==> src/rtl/serial_word_collector_if.sv <==
// rtl/serial_word_collector_if.sv - serial bit input, word output and status signals of the collector
interface serial_word_collector_if #(
    parameter int WIDTH = 8,
    parameter int CNTW  = 8
);
    logic             bit_in;
    logic             bit_valid;
    logic             clr;
    logic [WIDTH-1:0] out_data;
    logic             out_parity;
    logic             out_valid;
    logic             out_ready;
    logic             overflow;
    logic [CNTW-1:0]  word_cnt;

    modport master (
        output bit_in, bit_valid, clr, out_ready,
        input  out_data, out_parity, out_valid, overflow, word_cnt
    );

    modport slave (
        input  bit_in, bit_valid, clr, out_ready,
        output out_data, out_parity, out_valid, overflow, word_cnt
    );
endinterface

==> src/rtl/serial_word_collector.sv <==
// rtl/serial_word_collector.sv - packs qualified serial bits LSB-first into parity-tagged words
module serial_word_collector #(
    parameter int WIDTH = 8,
    parameter int CNTW  = 8
) (
    input  logic                  clk,
    input  logic                  rst,
    serial_word_collector_if.slave bus
);
    localparam int            CW   = $clog2(WIDTH);
    localparam logic [CW-1:0] LAST = CW'(WIDTH - 1);

    localparam logic [0:0] S_IDLE  = 1'b0;
    localparam logic [0:0] S_SHIFT = 1'b1;

    logic [0:0]       state;
    logic [CW-1:0]    cnt;
    logic [WIDTH-2:0] shreg;

    logic [WIDTH-1:0] data_q;
    logic             parity_q;
    logic             valid_q;
    logic             ovf_q;
    logic [CNTW-1:0]  wcnt_q;

    logic             take;
    logic             complete;
    logic             load;
    logic [WIDTH-1:0] word;

    assign take     = valid_q & bus.out_ready;
    // clr wins over a completing bit, so completion is masked here
    assign complete = bus.bit_valid & ~bus.clr & (state == S_SHIFT) & (cnt == LAST);
    assign load     = complete & (~valid_q | bus.out_ready);
    assign word     = {bus.bit_in, shreg};

    always_ff @(posedge clk or posedge rst) begin
        if (rst) begin
            state <= S_IDLE;
            cnt   <= '0;
            shreg <= '0;
        end else if (bus.clr) begin
            state <= S_IDLE;
            cnt   <= '0;
        end else if (bus.bit_valid) begin
            case (state)
                S_IDLE: begin
                    shreg[0] <= bus.bit_in;
                    cnt      <= CW'(1);
                    state    <= S_SHIFT;
                end
                default: begin
                    if (cnt == LAST) begin
                        state <= S_IDLE;
                        cnt   <= '0;
                    end else begin
                        shreg[cnt] <= bus.bit_in;
                        cnt        <= cnt + 1'b1;
                    end
                end
            endcase
        end
    end

    always_ff @(posedge clk or posedge rst) begin
        if (rst) begin
            data_q   <= '0;
            parity_q <= 1'b0;
            valid_q  <= 1'b0;
            ovf_q    <= 1'b0;
            wcnt_q   <= '0;
        end else begin
            if (take) begin
                wcnt_q <= wcnt_q + 1'b1;
            end
            // a load on the transfer edge refills the slot with no bubble
            if (load) begin
                data_q   <= word;
                parity_q <= ^word;
                valid_q  <= 1'b1;
            end else if (take) begin
                valid_q <= 1'b0;
            end
            if (bus.clr) begin
                ovf_q <= 1'b0;
            end else if (complete && !load) begin
                ovf_q <= 1'b1;
            end
        end
    end

    assign bus.out_data   = data_q;
    assign bus.out_parity = parity_q;
    assign bus.out_valid  = valid_q;
    assign bus.overflow   = ovf_q;
    assign bus.word_cnt   = wcnt_q;
endmodule

==> src/flat_wrapper.sv <==
// flat-port wrapper written by rule: the top's interface ports become plain ports
module serial_word_collector_flat 
#(
    parameter int WIDTH = 8,
    parameter int CNTW  = 8
)
  (clk, rst, bus_bit_in, bus_bit_valid, bus_clr, bus_out_ready, bus_out_data, bus_out_parity, bus_out_valid, bus_overflow, bus_word_cnt);
  serial_word_collector_if #(.WIDTH(WIDTH), .CNTW(CNTW)) bus_i ();
  input  logic clk;
  input  logic rst;
  input wire logic [$bits(bus_i.bit_in)-1:0] bus_bit_in;
  input wire logic [$bits(bus_i.bit_valid)-1:0] bus_bit_valid;
  input wire logic [$bits(bus_i.clr)-1:0] bus_clr;
  input wire logic [$bits(bus_i.out_ready)-1:0] bus_out_ready;
  output wire logic [$bits(bus_i.out_data)-1:0] bus_out_data;
  output wire logic [$bits(bus_i.out_parity)-1:0] bus_out_parity;
  output wire logic [$bits(bus_i.out_valid)-1:0] bus_out_valid;
  output wire logic [$bits(bus_i.overflow)-1:0] bus_overflow;
  output wire logic [$bits(bus_i.word_cnt)-1:0] bus_word_cnt;
  assign bus_i.bit_in = bus_bit_in;
  assign bus_i.bit_valid = bus_bit_valid;
  assign bus_i.clr = bus_clr;
  assign bus_i.out_ready = bus_out_ready;
  assign bus_out_data = bus_i.out_data;
  assign bus_out_parity = bus_i.out_parity;
  assign bus_out_valid = bus_i.out_valid;
  assign bus_overflow = bus_i.overflow;
  assign bus_word_cnt = bus_i.word_cnt;
  serial_word_collector #(.WIDTH(WIDTH), .CNTW(CNTW)) u_core (.clk(clk), .rst(rst), .bus(bus_i));
endmodule
==> config.mk <==
export PLATFORM = sky130hd
export DESIGN_NAME = serial_word_collector_flat
export DESIGN_NICKNAME = d
export VERILOG_FILES = /design/src/rtl/serial_word_collector_if.sv /design/src/rtl/serial_word_collector.sv /design/src/flat_wrapper.sv
export SDC_FILE = /design/constraint.sdc
export NUM_CORES = 1
export LEC_CHECK = 0
export CORE_UTILIZATION = 50
export DETAILED_ROUTE_END_ITERATION = 8
export GPL_TIMING_DRIVEN = 0
export PLACE_DENSITY = 0.87
export SETUP_SLACK_MARGIN = 0.02
export SYNTH_ARGS = -nofsm -noshare
export SYNTH_HDL_FRONTEND = slang
export SYNTH_SLANG_ARGS = --single-unit
==> constraint.sdc <==
create_clock -name clk -period 5.75 [get_ports clk]
set_input_delay 0.575 -clock clk [delete_from_list [all_inputs] [get_ports clk]]
set_output_delay 0.575 -clock clk [all_outputs]
set_load 0.005 [all_outputs]
==> reports/summary.txt, run 1 <==
Initial DRC count -> 17
R2R setup slack -> 3.62 ns
Htree depth -> 2
Drt wl/cell -> 13.8 microns
Synth Net Count -> 121
Pin count of the biggest net entering global routing -> 31
FILL cells -> 197
Vias/cell -> 5.29
Slew Limit Fails -> 0
Final setup vio count -> 0
Primary FF master, synth -> dfrtp_1
Clk sinks -> 30
Status -> completed
Clk Latency, worst-skew pair -> 0.31 ns
Synth Area in Simple Gates -> 0.154
Largest family of logic cells by synthesized area -> simple AND/OR/NAND/NOR gates
Cts hold-fix bufs -> 0
Adder-Cell Fraction of Synth Area -> 0.0359
Yosys top cell area share -> 0.539
Initial antenna violation count -> 0
Pint -> 0.000290 W
Worst EP required -> 5.95 ns
Crit path time final -> 2.13 ns
N_diodes -> 0
Worst r2r src -> u_core.cnt[1]
Clock Path Buffers -> 2
Post-synth EDFFs -> 0
Hold path cells -> 2
Syn-to-layout area delta -> 22.1%
Total Power -> 0.000377 W
Reg2Reg Capture Point -> u_core.shreg[4]
Initial core utilization -> 0.547
Reg2reg path depth -> 5
FFs w/ async S/R, synth -> 1.00
Syn_area_per_cell -> 12.5 sq um
Leakage power -> 0.774 nW
Vias post-DR -> 900
Critical Path AT -> 2.33 ns
Worst slew pin tran -> 1.08 ns
Placeable core region -> 2540 sq um
Routed Antenna Nets -> 0
Ys Warns -> 0
Vias in the first global route -> 861
Synth Register Bits -> 30
Hold Startpoint -> bus_clr
Seq/Total Area, Yosys -> 0.539
TNS Setup -> 0 ns
Rel. slew slack -> 0.280
Final Cycle Share -> 0.371
PortBufs -> 21
First-pass DRT Iterations -> 4
Cell Area, Synth -> 1390 sq um
Crit Path Category -> register to register
PwrDens -> 222 nW/um^2
Worst vdd ir -> 0.208 mV
Final-stage net count -> 149
XOR/XNOR share of the synthesized area -> 0.0881
Top-count cell post-synth -> dfrtp_1
DRC Markers -> 0
Root Buffer -> clkbuf_4
Hold Crit Class -> input pin to register
Gpl congestion -> 0.755
Ratio of cells with drive above 1 in the final layout -> 0.200
Netlist cell types -> 28
Setup crit end kind -> register
Synthesized instance count -> 111
DIE AREA -> 3000 sq um
Hpwl dp -> 1720 microns
Worst-path clk slew -> 0.09 ns
Max-cap violations -> 0
Register share of total power -> 0.587
Crit start category -> register
Clock Power Share -> 0.336
Sw power -> 0.0000872 W
Final hold vios -> 0
IO Count -> 25
Die Wd -> 54.8 microns
CP max FO -> 9
Setup bufs post-CTS -> 0
Area leader, netlist -> dfrtp_1
Num rows -> 18
Main area contributors after synthesis -> dfrtp_1 54%, mux2_2 12%, xnor2_1 7.5%
Hold EP -> u_core.cnt[1]
Post-cts sizing count -> 0
Mux cell area share after synthesis -> 0.129
GRT Residual Overflow -> 0
Num CTS Buffers -> 5
Compound-Gate Fraction of Synth Area -> 0.0323
Final Skew -> 0.00632 ns
First-pass GRT wire length -> 3880 microns
Die height -> 54.8 microns
Comb pwr share -> 0.077
CTS tree -> yes
F_max -> 469 MHz
Total GRT Usage -> 0.190
List of most frequent post-synthesis cells -> 30 x dfrtp_1, 15 x mux2_2, 12 x xnor2_1
Switching Fraction -> 0.231
RSZ-0062 raised after global routing -> false
Drt total wl -> 2350 microns
## layout by cell type, fill, tap and decap left out
| master | synthesis | routed |
|---|---|---|
| dfrtp_1 | 30 | 30 |
| clkdlybuf4s50_1 | 0 | 21 |
| mux2_2 | 15 | 15 |
| xnor2_1 | 12 | 12 |
| nor2_1 | 7 | 7 |
| nand2_1 | 5 | 5 |
| clkbuf_4 | 0 | 5 |
| ha_1 | 4 | 4 |
| clkbuf_1 | 2 | 3 |
| nand3_1 | 3 | 3 |
| nand2b_1 | 3 | 3 |
| a21oi_1 | 3 | 3 |
| nand3b_1 | 3 | 3 |
| and2_1 | 2 | 2 |
| nand4b_1 | 2 | 2 |
| xor2_1 | 2 | 2 |
| and3_1 | 2 | 2 |
| nand4_1 | 2 | 2 |
| a211oi_1 | 2 | 2 |
| nor3b_2 | 2 | 2 |
| buf_6 | 1 | 1 |
| nor2b_1 | 1 | 1 |
| buf_4 | 1 | 1 |
| a31oi_1 | 1 | 1 |
| nor2_2 | 1 | 1 |
| nor4b_1 | 1 | 1 |
| or4_4 | 1 | 1 |
| inv_1 | 1 | 1 |
| mux2_1 | 1 | 1 |
| o41ai_1 | 1 | 1 |
| clkbuf_8 | 0 | 1 |
| clkinv_2 | 0 | 1 |
## through the flow
step / cells / area, sq um / hold WS (ns) / util / setup WS [ns]
6_report: 170 / 1700 / 0.437 / 0.668 / 3.62
5_1_grt: 170 / 1700 / 0.436 / 0.668 / 3.50
4_1_cts: 170 / 1700 / 0.432 / 0.668 / 3.62
3_5_place_dp: 162 / 1640 / 0.490 / 0.645 / 3.64
3_3_place_gp: 162 / 1640 / 0.463 / 0.645 / 3.65
2_1_floorplan: 111 / 1390 / 0.468 / - / 3.75
## worst max-delay path, stage by stage, from the launching register on
cell	delay, ns
dfrtp_1	0.48
ha_1	0.25
ha_1	0.24
or4_4	0.52
nor3b_2	0.20
mux2_1	0.34
## sequential cells by signal (all words and copies together), names as in the netlist
signal	cells
u_core.bus.overflow	1
u_core.bus.out_data	8
u_core.shreg	7
u_core.cnt	3
u_core.state	1
u_core.bus.out_valid	1
u_core.bus.word_cnt	8
u_core.bus.out_parity	1
## worst max path at each step
stage,depth (start not counted),end,startpoint,slack (ns)
2_1_floorplan,5,u_core.shreg[4],u_core.cnt[1],3.75
3_3_place_gp,4,u_core.bus.out_data[5],bus_out_ready,3.65
3_5_place_dp,4,u_core.bus.out_data[0],bus_out_ready,3.64
4_1_cts,5,u_core.shreg[4],u_core.cnt[1],3.62
5_1_grt,5,u_core.bus.out_data[7],u_core.cnt[1],3.50
6_report,5,u_core.shreg[4],u_core.cnt[1],3.62
## layout make-up
class	instances	area [sq um]	share of cell area
Timing Repair Buffer	21	210	0.124
Buffer	4	26.3	0.0155
Clock buffer	7	55.1	0.0324
Clock inverter	1	5.00	0.00294
Tap cell	30	37.5	0.0221
Multi-Input combinational cell	76	612	0.360
Sequential cell	30	751	0.442
Inverter	1	3.75	0.00221
## power by group through the flow
stage | clock network [W] | logic, W | registers (W)
after floorplan | 0 | 0.0000245 | 0.000224
after global placement | 0 | 0.0000287 | 0.000225
after detailed placement | 0 | 0.0000298 | 0.000226
after CTS | 0.000129 | 0.0000298 | 0.000222
after global routing | 0.000139 | 0.0000332 | 0.000223
final | 0.000127 | 0.0000291 | 0.000222
## routing by layer
metal,global-route usage,up-vias,part of all wire
met5,0,-,0
met4,0.111,0,0.019
met3,0.0556,5,0.043
met2,0.279,19,0.48
met1,0.246,434,0.46
li1,-,442,-
## cells by family (layout without fill, tap and decap cells)
group                      count (synthesis)  after routing
AOI/OAI and AO/OA                          7              7
xor gates and xnor gates                  14             14
adders and majority gates                  4              4
buffers and inverters                      5             34
DFF                                       30             30
muxes                                     16             16
and+or+nand+nor                           35             35
(Power assumes the default switching activity.)
==> inputs of run 2 (changes only) <==
- CORE_UTILIZATION: 50 -> 46
- PLACE_DENSITY: 0.87 -> 0.84
- clock period: 5.75 -> 1.7 ns (I/O delays scaled with it)
==> run 2 against run 1 <==
Via count is 2.6% higher; critical path depth stayed put; the flow now finishes with violations (DRC, setup timing); routed wire length is 6.8% higher; combinational power grew to 3.8 times the previous value; largest power group unchanged.
==> reports/summary.txt, run 2 (synthesis gave the netlist of run 1 again) <==
Status -> complete, but fails checks
Failing checks -> DRC, setup timing
DIE AREA -> 3250 sq um (+8.4%)
Drt total wl -> 2510 microns (+6.8%)
CP bufs+invs -> 0 (unchanged)
Crit path cell chain -> ha_4, ha_4, or4_4, nor3b_2, mux2_4
Hold Startpoint -> bus_clr
Rel. slew slack -> 0.266 (-0.0137)
Vias in the first global route -> 920 (+6.9%)
Initial core utilization -> 0.496 (-0.0508)
Routed Antenna Nets -> 0 (unchanged)
Final Util -> 0.654 (-0.0143)
RSZ-0062 raised after global routing -> true
Crit Path Category -> register to register
TNS Setup -> -0.607 ns (-0.607 ns)
Worst EP required -> 1.92 ns (-4.03 ns)
Ratio of cells with drive above 1 in the final layout -> 0.283 (+0.0828)
Cell family with most CP delay -> simple AND/OR/NAND/NOR gates
Clk sinks -> 30 (unchanged)
Final Skew -> 0.00523 ns (-0.00108 ns)
Crit path time final -> 1.83 ns (-0.297 ns)
Reg2Reg Capture Point -> u_core.shreg[4]
F_max -> 545 MHz (+16%)
Critical Path AT -> 2.05 ns (-0.28 ns)
Final hold slack -> 0.0306 ns (-0.407 ns)
First-pass GRT wire length -> 4200 microns (+8.2%)
Total GRT Usage -> 0.177 (-0.0131)
Worst r2r src -> u_core.cnt[1]
Root Buffer -> clkbuf_4
PortBufs -> 21 (unchanged)
Vias/cell -> 5.24 (-0.94%)
Syn-to-layout area delta -> 31.7%
Hold Crit Class -> input pin to register
Die Wd -> 57.0 microns (+4.1%)
R2R setup slack -> -0.13 ns (-3.75 ns)
N_diodes -> 0 (unchanged)
Post-Layout Cell Count -> 176 (+3.5%)
Dpl cell area -> 1670 sq um (+1.9%)
Reg2reg path depth -> 5 (unchanged)
Cts hold-fix bufs -> 0 (unchanged)
Fin area -> 1830 sq um (+7.9%)
Worst-path clk slew -> 0.08 ns (about the same)
PwrDens -> 751 nW/um^2 (+240%)
Setup crit end kind -> register
CP most frequent cell -> ha_4
Final-stage net count -> 154 (+3.4%)
Slew Limit Fails -> 0 (unchanged)
Num CTS Buffers -> 5 (unchanged)
Gpl congestion -> 0.784 (+3.8%)
Pin count of the biggest net entering global routing -> 31 (unchanged)
Initial DRC count -> 21 (+4)
Drt wl/cell -> 14.2 microns (+3.1%)
Post-Place Cells -> 163 (+0.62%)
Final setup vio count -> 6 (+6)
DRC Markers -> 8 (+8)
Critical Path Max Stage Delay -> 0.44 ns (-0.08 ns)
Clk Latency, worst-skew pair -> 0.33 ns (+0.02 ns)
Worst path slowest cell -> or4_4
Leakage power -> 0.810 nW (+4.7%)
Crit start category -> register
Hold EP -> u_core.cnt[1]
Max-cap violations -> 0 (unchanged)
Initial antenna violation count -> 0 (unchanged)
Vias post-DR -> 923 (+2.6%)
Placeable core region -> 2810 sq um (+10%)
Htree depth -> 2 (unchanged)
Num rows -> 19 (+1)
CTS tree -> yes
Hpwl dp -> 1690 microns (-1.8%)
Hold path cells -> 2 (unchanged)
CP max FO -> 4 (-5)
Worst vdd ir -> 0.473 mV (+130%)
Commonest cells after routing, fill and taps aside -> 27 x dfrtp_1, 21 x clkdlybuf4s50_1, 12 x mux2_2, 12 x xnor2_1, 7 x nor2_1
Post-route setup slack -> -0.134 ns (-3.75 ns)
Leading cell type in the layout, fill and taps excluded -> dfrtp_1
Clock Path Buffers -> 2 (unchanged)
FILL cells -> 228 (+16%)
Final hold vios -> 0 (unchanged)
IO Count -> 25 (unchanged)
Final Cycle Share -> 1.08 (+0.708)
GRT Residual Overflow -> 0 (unchanged)
Worst slew pin tran -> 1.10 ns (+0.0206 ns)
First-pass DRT Iterations -> 7 (+3)
Die height -> 57.0 microns (+4.1%)
[run 2: report_power, final]
part | total, W | internal (W) | switching [W]
clock network | 0.000517 | 0.000282 | 0.000235
logic | 0.000111 | 0.0000578 | 0.0000534
registers | 0.000748 | 0.000731 | 0.0000178
total | 0.00138 | 0.00107 | 0.000306
[run 2: stage by stage]
| stage | worst slack [ns] | total power [W] |
|---|---|---|
| CTS | -0.141 | 0.00140 |
| global placement | -0.206 | 0.000862 |
| floorplan | -0.151 | 0.000844 |
| detailed placement | -0.257 | 0.000868 |
| finish | -0.134 | 0.00138 |
| global route | -0.195 | 0.00145 |
[run 2: worst max path at each step]
| stage | start | end | slack, ns | cells after the start |
|---|---|---|---|---|
| 2_1_floorplan | u_core.cnt[1] | u_core.shreg[2] | -0.15 | 5 |
| 3_3_place_gp | u_core.cnt[1] | u_core.shreg[2] | -0.21 | 5 |
| 3_5_place_dp | u_core.cnt[1] | u_core.shreg[3] | -0.26 | 5 |
| 4_1_cts | u_core.cnt[1] | u_core.shreg[4] | -0.14 | 5 |
| 5_1_grt | u_core.cnt[1] | u_core.shreg[2] | -0.19 | 5 |
| 6_report | u_core.cnt[1] | u_core.shreg[4] | -0.13 | 5 |
[run 2: final cells by class]
cell class,instances,area (sq um),area share
Timing Repair Buffer,26,260,0.142
Inverter,1,3.75,0.00205
Tap cell,31,38.8,0.0211
Multi-Input combinational cell,76,672,0.366
Clock buffer,8,78.8,0.0430
Sequential cell,30,754,0.411
Buffer,4,26.3,0.0143
[run 2: what timing repair did]
action | 4_1_cts | 5_1_grt
resized for setup | 5 | 3
setup buffers | 3 | 2
endpoints found under the setup margin | 14 | 14
pin swaps | 1 | 5
[run 2: worst reg2reg max path, stage by stage (launching register included)]
cell     delay (ns)
dfrtp_2        0.43
ha_4           0.17
ha_4           0.16
or4_4          0.44
nor3b_2        0.20
mux2_4         0.32
[run 2: per-layer routing]
layer | global-route usage | up-vias | share of wire
met5 | 0 | - | 0
met4 | 0.125 | 0 | 0.019
met3 | 0.0476 | 6 | 0.053
met2 | 0.276 | 26 | 0.50
met1 | 0.213 | 435 | 0.43
li1 | - | 456 | -
==> inputs of run 3 (changes only) <==
- CAP_MARGIN: unset -> 25
==> run 3 against run 2 <==
The flow still finishes with violations (DRC, setup timing); first-iteration DRC count up 9.5%; design area is 2.6% higher; final cell count is 2.8% higher; largest cell class unchanged; highest routed layer unchanged.
==> reports/summary.txt, run 3 (synthesis gave the netlist of run 1 again) <==
Crit Path Category -> register to register
Num CTS Buffers -> 5 (unchanged)
First-pass DRT Iterations -> 6 (-1)
Final setup vio count -> 6 (unchanged)
Failing checks -> DRC, setup timing
Slew Limit Fails -> 0 (unchanged)
Vias post-DR -> 960 (+4.0%)
Vias/cell -> 5.30 (+1.1%)
Hold EP -> u_core.cnt[1]
Routed Antenna Nets -> 0 (unchanged)
Total GRT Usage -> 0.176 (-0.000572)
Worst r2r src -> u_core.cnt[1]
IO Count -> 25 (unchanged)
First-pass GRT wire length -> 4250 microns (+1.3%)
Final-stage net count -> 159 (+3.2%)
FILL cells -> 209 (-8.3%)
DIE AREA -> 3250 sq um (unchanged)
CP max FO -> 4 (unchanged)
Clk Latency, worst-skew pair -> 0.33 ns (about the same)
Max-cap violations -> 0 (unchanged)
N_diodes -> 0 (unchanged)
Final Skew -> 0.00776 ns (+0.00253 ns)
Post-route setup slack -> -0.155 ns (-0.0217 ns)
GRT Residual Overflow -> 0 (unchanged)
Vias in the first global route -> 942 (+2.4%)
Comb pwr share -> 0.092 (+0.011)
Switching Fraction -> 0.237 (+0.0149)
Clk sinks -> 30 (unchanged)
Crit start category -> register
RSZ-0062 raised after global routing -> true
DRC Markers -> 8 (unchanged)
R2R setup slack -> -0.16 ns (-0.02 ns)
Placeable core region -> 2810 sq um (unchanged)
Total Power -> 0.00131 W (-5.2%)
Syn-to-layout area delta -> 35.1%
Worst slew pin tran -> 0.655 ns (-0.445 ns)
Leakage power -> 0.836 nW (+3.2%)
CTS tree -> yes
Final hold slack -> 0.0285 ns (-0.00210 ns)
Root Buffer -> clkbuf_4
Initial DRC count -> 23 (+9.5%)
Fin area -> 1880 sq um (+2.6%)
Initial core utilization -> 0.496 (unchanged)
Rel. slew slack -> 0.563 (+0.297)
Clock Power Share -> 0.333 (-0.043)
Pint -> 0.000996 W (-7.0%)
Final Cycle Share -> 1.09 (+0.0128)
Leading cell type in the layout, fill and taps excluded -> dfrtp_1
Sw power -> 0.000310 W (+1.2%)
Critical Path AT -> 2.07 ns (+0.02 ns)
Register share of total power -> 0.575 (+0.031)
Reg2Reg Capture Point -> u_core.shreg[4]
F_max -> 539 MHz (-1.2%)
Worst-path clk slew -> 0.08 ns (about the same)
Initial antenna violation count -> 0 (unchanged)
Final hold vios -> 0 (unchanged)
Gpl congestion -> 0.784 (unchanged)
Die height -> 57.0 microns (unchanged)
Ratio of cells with drive above 1 in the final layout -> 0.300 (+0.0172)
PwrDens -> 694 nW/um^2 (-7.6%)
Hold Crit Class -> input pin to register
Htree depth -> 2 (unchanged)
Dpl cell area -> 1700 sq um (+1.6%)
Pin count of the biggest net entering global routing -> 17 (-45%)
Hpwl dp -> 1750 microns (+3.4%)
Crit path time final -> 1.86 ns (+0.0217 ns)
Worst EP required -> 1.91 ns (about the same)
PortBufs -> 21 (unchanged)
Clock Path Buffers -> 2 (unchanged)
Reg2reg path depth -> 5 (unchanged)
Drt total wl -> 2620 microns (+4.5%)
Setup crit end kind -> register
Hold Startpoint -> bus_clr
Worst vdd ir -> 0.455 mV (-3.8%)
Num rows -> 19 (unchanged)
Die Wd -> 57.0 microns (unchanged)
Commonest cells after routing, fill and taps aside -> 27 x dfrtp_1, 21 x clkdlybuf4s50_1, 12 x xnor2_1
Hold path cells -> 2 (unchanged)
Drt wl/cell -> 14.5 microns (+1.6%)
Status -> complete, but fails checks
run 3: area by class of cell:
cell class / count / area, sq um / area share
repair buffers: 31 / 313 / 0.166
clock buffers: 7 / 55.1 / 0.0293
flip-flops and latches: 30 / 754 / 0.401
clock inverters: 1 / 5.00 / 0.00266
inverters: 1 / 3.75 / 0.00199
multi-input cells: 76 / 686 / 0.364
plain buffers: 4 / 26.3 / 0.0140
well taps: 31 / 38.8 / 0.0206
run 3: worst max path at each step:
stage                                  to  slack (ns)  cells past startpoint          start
after floorplan           u_core.shreg[2]       -0.15                      5  u_core.cnt[1]
after global placement    u_core.shreg[2]       -0.21                      5  u_core.cnt[1]
after detailed placement  u_core.shreg[3]       -0.25                      5  u_core.cnt[1]
after CTS                 u_core.shreg[4]       -0.14                      5  u_core.cnt[1]
after global routing      u_core.shreg[2]       -0.20                      5  u_core.cnt[1]
final                     u_core.shreg[4]       -0.16                      5  u_core.cnt[1]
run 3: through the flow:
stage,TNS [ns],cells,utilization,setup WS (ns)
after floorplan,-0.357,111,-,-0.151
after global placement,-2.02,163,0.596,-0.206
after detailed placement,-2.49,164,0.606,-0.251
after CTS,-0.638,175,0.641,-0.141
after global routing,-0.935,181,0.671,-0.205
final,-0.562,181,0.671,-0.155
run 3: critical path, cell delays in order (launching register included):
cell	delay, ns
dfrtp_2	0.44
ha_4	0.17
ha_4	0.16
or4_4	0.45
nor3b_2	0.20
mux2_4	0.32
run 3: per-layer routing:
metal | share of wire | vias up | track usage
met5 | 0 | - | 0
li1 | - | 467 | -
met1 | 0.45 | 461 | 0.208
met4 | 0.022 | 0 | 0.0836
met2 | 0.48 | 26 | 0.284
met3 | 0.050 | 6 | 0.0680
run 3: repair_timing:
action,in CTS,in global routing
pin swaps,1,5
endpoints found under the setup margin,14,14
hold buffers,0,0
resized for setup,5,10
setup buffers,3,6
run 3: power by group through the flow:
stage | Combinational, W | Sequential (W) | Clock (W)
3_5_place_dp | 0.000111 | 0.000765 | 0
2_1_floorplan | 0.0000848 | 0.000759 | 0
6_report | 0.000120 | 0.000750 | 0.000435
4_1_cts | 0.000119 | 0.000749 | 0.000453
3_3_place_gp | 0.0000985 | 0.000763 | 0
5_1_grt | 0.000134 | 0.000753 | 0.000483
